--- config.mk ---
export PLATFORM = sky130hd
export DESIGN_NAME = muldiv_seq
export DESIGN_NICKNAME = d
export VERILOG_FILES = /design/src/rtl/muldiv_seq.sv
export SDC_FILE = /design/constraint.sdc
export NUM_CORES = 1
export LEC_CHECK = 0
export CAP_MARGIN = 30
export CELL_PAD_IN_SITES_DETAIL_PLACEMENT = 1
export CELL_PAD_IN_SITES_GLOBAL_PLACEMENT = 1
export CORE_ASPECT_RATIO = 0.6
export CORE_MARGIN = 1
export CORE_UTILIZATION = 35
export DETAILED_ROUTE_END_ITERATION = 10
export GPL_ROUTABILITY_DRIVEN = 1
export PLACE_DENSITY_LB_ADDON = 0.1
export SLEW_MARGIN = 5
export SYNTH_ARGS = -nofsm -noshare
export SYNTH_HDL_FRONTEND = slang
export SYNTH_SLANG_ARGS = --single-unit
--- constraint.sdc ---
create_clock -name clk -period 3.2 [get_ports clk]
set_input_delay 0.48 -clock clk [delete_from_list [all_inputs] [get_ports clk]]
set_output_delay 0.48 -clock clk [all_outputs]
set_load 0.02 [all_outputs]
--- src/rtl/muldiv_seq.sv ---
// Multi-cycle unsigned MULTU/DIVU sequencer for the EX stage.
// Drives a shared external 32-bit adder once per cycle; results land in HI/LO.
module muldiv_seq #(
  parameter int ITER = 32
) (
  input  logic        clk,
  input  logic        rst_n,
  input  logic        start_valid,
  output logic        start_ready,
  input  logic        op,
  input  logic [31:0] opa,
  input  logic [31:0] opb,
  input  logic        abort,
  output logic        busy,
  output logic        result_valid,
  input  logic        result_ready,
  output logic [31:0] hi,
  output logic [31:0] lo,
  output logic        dz,
  output logic [31:0] add_a,
  output logic [31:0] add_b,
  output logic        add_ci,
  input  logic [31:0] add_s,
  input  logic        add_co
);

  typedef enum logic [1:0] {
    S_IDLE = 2'b00,
    S_RUN  = 2'b01,
    S_DONE = 2'b10
  } state_t;

  localparam logic [4:0] CNT_LAST = 5'(ITER - 1);

  state_t      state_r, state_s;
  logic        op_r;
  logic [31:0] d_r;
  logic [31:0] a_r;
  logic [31:0] q_r;
  logic        dz_r;
  logic [4:0]  cnt_r;
  logic        busy_r;
  logic        result_valid_r;

  logic        accept_s;
  logic [31:0] rem_sh_s;
  logic        ok_s;
  logic [31:0] a_nxt_s;
  logic [31:0] q_nxt_s;

  assign accept_s = (state_r == S_IDLE) & start_valid & ~abort;

  // Next-state decode; abort dominates both accept and result handshake.
  always_comb begin
    state_s = state_r;
    if (abort) begin
      state_s = S_IDLE;
    end else begin
      case (state_r)
        S_IDLE: begin
          if (start_valid) state_s = S_RUN;
          else             state_s = S_IDLE;
        end
        S_RUN: begin
          if (cnt_r == CNT_LAST) state_s = S_DONE;
          else                   state_s = S_RUN;
        end
        S_DONE: begin
          if (result_ready) state_s = S_IDLE;
          else              state_s = S_DONE;
        end
        default: state_s = S_IDLE;
      endcase
    end
  end

  // Adder drive and one shift-add / restoring-divide step per RUN cycle.
  always_comb begin
    add_a    = 32'd0;
    add_b    = 32'd0;
    add_ci   = 1'b0;
    rem_sh_s = {a_r[30:0], q_r[31]};
    ok_s     = 1'b0;
    a_nxt_s  = a_r;
    q_nxt_s  = q_r;
    if (state_r == S_RUN) begin
      if (op_r) begin
        // Trial subtract R' - D as R' + ~D + 1; a set msb means R' >= 2^32 > D.
        add_a  = rem_sh_s;
        add_b  = ~d_r;
        add_ci = 1'b1;
        ok_s   = add_co | a_r[31];
        if (ok_s) a_nxt_s = add_s;
        else      a_nxt_s = rem_sh_s;
        q_nxt_s = {q_r[30:0], ok_s};
      end else begin
        add_a = a_r;
        if (q_r[0]) add_b = d_r;
        else        add_b = 32'd0;
        add_ci  = 1'b0;
        a_nxt_s = {add_co, add_s[31:1]};
        q_nxt_s = {add_s[0], q_r[31:1]};
      end
    end else begin
      add_a  = 32'd0;
      add_b  = 32'd0;
      add_ci = 1'b0;
    end
  end

  // State register.
  always_ff @(posedge clk or negedge rst_n) begin
    if (!rst_n) state_r <= S_IDLE;
    else        state_r <= state_s;
  end

  // Registered status flags, decoded from the upcoming state.
  always_ff @(posedge clk or negedge rst_n) begin
    if (!rst_n) begin
      busy_r         <= 1'b0;
      result_valid_r <= 1'b0;
    end else begin
      busy_r         <= (state_s == S_RUN);
      result_valid_r <= (state_s == S_DONE);
    end
  end

  // Operand capture and iteration datapath; abort leaves HI/LO untouched.
  always_ff @(posedge clk or negedge rst_n) begin
    if (!rst_n) begin
      op_r  <= 1'b0;
      d_r   <= 32'd0;
      a_r   <= 32'd0;
      q_r   <= 32'd0;
      dz_r  <= 1'b0;
      cnt_r <= 5'd0;
    end else if (abort) begin
      cnt_r <= cnt_r;
    end else if (accept_s) begin
      op_r  <= op;
      d_r   <= opb;
      a_r   <= 32'd0;
      q_r   <= opa;
      dz_r  <= op & (opb == 32'd0);
      cnt_r <= 5'd0;
    end else if (state_r == S_RUN) begin
      a_r   <= a_nxt_s;
      q_r   <= q_nxt_s;
      cnt_r <= cnt_r + 5'd1;
    end else begin
      cnt_r <= cnt_r;
    end
  end

  assign start_ready  = (state_r == S_IDLE);
  assign busy         = busy_r;
  assign result_valid = result_valid_r;
  assign hi           = a_r;
  assign lo           = q_r;
  assign dz           = dz_r;

endmodule

==> flow_summary.yaml <==
power:
  switchingPower_uw: 2180
  p_int_uw: 3500
  p_per_area_nw_per_um2: 608
  combPwrFrac_pct: 42.2
  leakage_uw: 0.00378
  switching_share_pct: 38.4
  power_frac_clock_pct: 22.2
  peakVddDrop_mv: 0.277
  p_seq_share_pct: 35.6
route:
  route.detailed.drc: 0
  ant_nets: 0
  drt_pre_antenna_iters: 4
  drt_iter0_drc: 359
  wirelength_um: 22500
  vias: 6462
  detail_route.vias_per_cell: 5.35
  wire_per_inst_um: 18.6
clock_tree:
  clkSinkCount: 107
  cts_hold_buffers: 0
  clkLatencyLatePin_ns: 0.35
  cts_resized: 0
  cts_made_buffers: 9
  path_clk_slew_ns: 0.08
  clock_path_buffers: 2
  cts_setup_buffers: 0
  cts_tree: "done"
  htree_num_levels: 3
  cts_root_buffer: "clkbuf_16"
layout:
  layout.cells.non_filler: 1208
  insertedDiodeCount: 0
  fin_nets: 1068
  n_fill_cell: 2111
  drive_gt1_share_pct: 4.13
  area_delta_synth_final_pct: 43.6
  post-route-util_pct: 51.6
global_route:
  grt_usage_pct: 23.5
  grt_antenna_before_repair: 0
  grt_pass1_vias: 6499
  grt_max_degree: 124
  grt_pass1_wl_um: 35700
  gr-total-overflow: 0
sta:
  drv_slew: 0
  setup-violations-final: 0
  skew_ns: 0.0132
  tns_ns: 0
  fmax_ghz: 0.343
  relSlewSlack_pct: 49.6
  fin_crit_sh_pct: 91.2
  hold_violations: 0
  fin_crit_ns: 2.92
  tightest_slew_ns: 0.755
  rsz0062_at_grt: "no"
worst_setup_path:
  worstPathRequired_ns: 2.72
  startpoint_type: "flip-flop"
  cp_max_fo: 47
  crit_chain: "buf_4 -> mux2i_1 -> nor2_1 -> clkdlybuf4s50_1"
  slowest_delay_ns: 0.63
  end_kind: "primary output"
  arrival_ns: 2.44
  crit_type: "reg -> out"
  cp_slowest_cell: "clkdlybuf4s50_1"
synth:
  synth_nets: 882
  synth-async-reset-ratio_pct: 100
  yosys_warnings: 0
  syn_area_um2: 6500
  synth_seq_cells: 107
  ys_types: 38
  ys.flop_type: "dfrtp_1"
  syn_area_per_cell_um2: 8.37
  yosysSeqAreaShare_pct: 41.2
  syn_inst: 777
  synth_edf_count: 0
run:
  max-cap-violations: 0
placement:
  dp_hpwl_um: 15300
  dp.cells: 1192
  gp_congestion: 0.781
  portBuffers: 235
outcome:
  outcome: "completed"
floorplan:
  core_area_um2: 18100
  start_util_pct: 35.9
  ios: 236
  dieArea_um2: 19200
  die_height_um: 108
  num_rows: 38
  fp.dieW_um: 178
worst_hold_path:
  hp-class: "in -> async"
## power by group through the flow
stage / Clock, µW / Combinational (µW) / Sequential [µW]
floorplan: 0 / 1180 / 2150
global placement: 0 / 2330 / 2020
detailed placement: 0 / 2410 / 2040
CTS: 1290 / 2420 / 2030
global route: 1340 / 2600 / 2080
finish: 1260 / 2400 / 2030
## worst paths after layout
path | slack (ns) | to | depth (start not counted) | startpoint
max in group asynchronous | 2.28 | op_r$_DFFE_PN0P_ | 2 | rst_n
min in group clk | 0.51 | d_r[30]$_DFFE_PN0P_ | 2 | d_r[30]$_DFFE_PN0P_
min | 0.11 | lo[12]$_DFFE_PN0P_ | 1 | rst_n
max | 0.28 | add_b[8] | 4 | op_r$_DFFE_PN0P_
min reg2reg | 0.51 | d_r[30]$_DFFE_PN0P_ | 2 | d_r[30]$_DFFE_PN0P_
max reg2reg | 1.26 | lo[1]$_DFFE_PN0P_ | 4 | state_r[0]$_DFF_PN0_
## cells by family (layout without fill, tap and decap cells)
group	Yosys count	count (layout)	synth area share [%]
xor+xnor	1	1	0.135
flops	107	107	41.2
fa+ha+maj	2	2	0.385
compound gates	172	172	18.3
mux	64	64	9.87
buf+inv	77	268	4.94
simple gates	354	354	25.2
## cell usage after synthesis, types with 31 or more instances
| master | instances | area share (%) |
|---|---|---|
| nor2b_1 | 32 | 3.1 |
| nand2_1 | 135 | 7.8 |
| o31ai_1 | 32 | 3.7 |
| a22o_1 | 31 | 4.2 |
| mux2i_1 | 63 | 9.7 |
| or3b_1 | 32 | 4.3 |
| o21ai_0 | 32 | 2.5 |
| dfrtp_1 | 107 | 41 |
| clkbuf_1 | 46 | 2.7 |
| a211oi_1 | 31 | 3.6 |
| a31oi_1 | 32 | 3.1 |
| nor2_1 | 134 | 7.7 |
## registers in the layout, indices dropped and copies added, names as in the netlist
register / cells
busy: 1
op_r: 1
result_valid: 1
cnt_r: 5
lo: 32
dz: 1
hi: 32
state_r: 2
d_r: 32
## per-layer routing
metal  up-vias  track usage (%)  routed length, µm
met4         0             3.36                171
li1       3082                -                  -
met3        14             5.44               1320
met5         -                0                  0
met1      3209             33.1              10700
met2       157             37.5              10300
## final cells by class
cell class / count / area, µm² / area share [%]
Clock buffer: 9 / 225 / 2.41
Clock inverter: 7 / 105 / 1.12
Inverter: 2 / 7.51 / 0.0804
Multi-Input combinational cell: 593 / 3530 / 37.8
Sequential cell: 107 / 2680 / 28.7
Tap cell: 240 / 300 / 3.21
Timing Repair Buffer: 250 / 2490 / 26.7
## critical path, delay by kind of cell (launching register included)
| kind | cells | cell delay (ns) |
|---|---|---|
| buffers and inverters | 2 | 1.12 |
| DFF | 1 | 0.62 |
| muxes | 1 | 0.15 |
| and+or+nand+nor | 1 | 0.17 |
## through the flow
stage / worst slack [ns] / total power [µW] / cell area [µm²] / hold WS (ns)
floorplan: 1.26 / 3330 / 6500 / 0.184
global placement: 0.745 / 4360 / 9010 / 0.483
detailed placement: 0.650 / 4450 / 9010 / 0.488
CTS: 0.269 / 5740 / 9340 / 0.137
global route: 0.154 / 6020 / 9340 / 0.156
finish: 0.282 / 5680 / 9340 / 0.114
## layout by cell type, fill, tap and decap left out, types with 31 or more instances in the layout
master / netlist / routed
nor2_1: 134 / 133
a31oi_1: 32 / 32
a211oi_1: 31 / 31
dfrtp_1: 107 / 106
clkdlybuf4s50_1: 0 / 233
o21ai_0: 32 / 32
nand2_1: 135 / 135
a22o_1: 31 / 31
or3b_1: 32 / 32
mux2i_1: 63 / 63
o31ai_1: 32 / 32
nor2b_1: 32 / 31
Note: power is estimated with default switching activity, not from simulation.
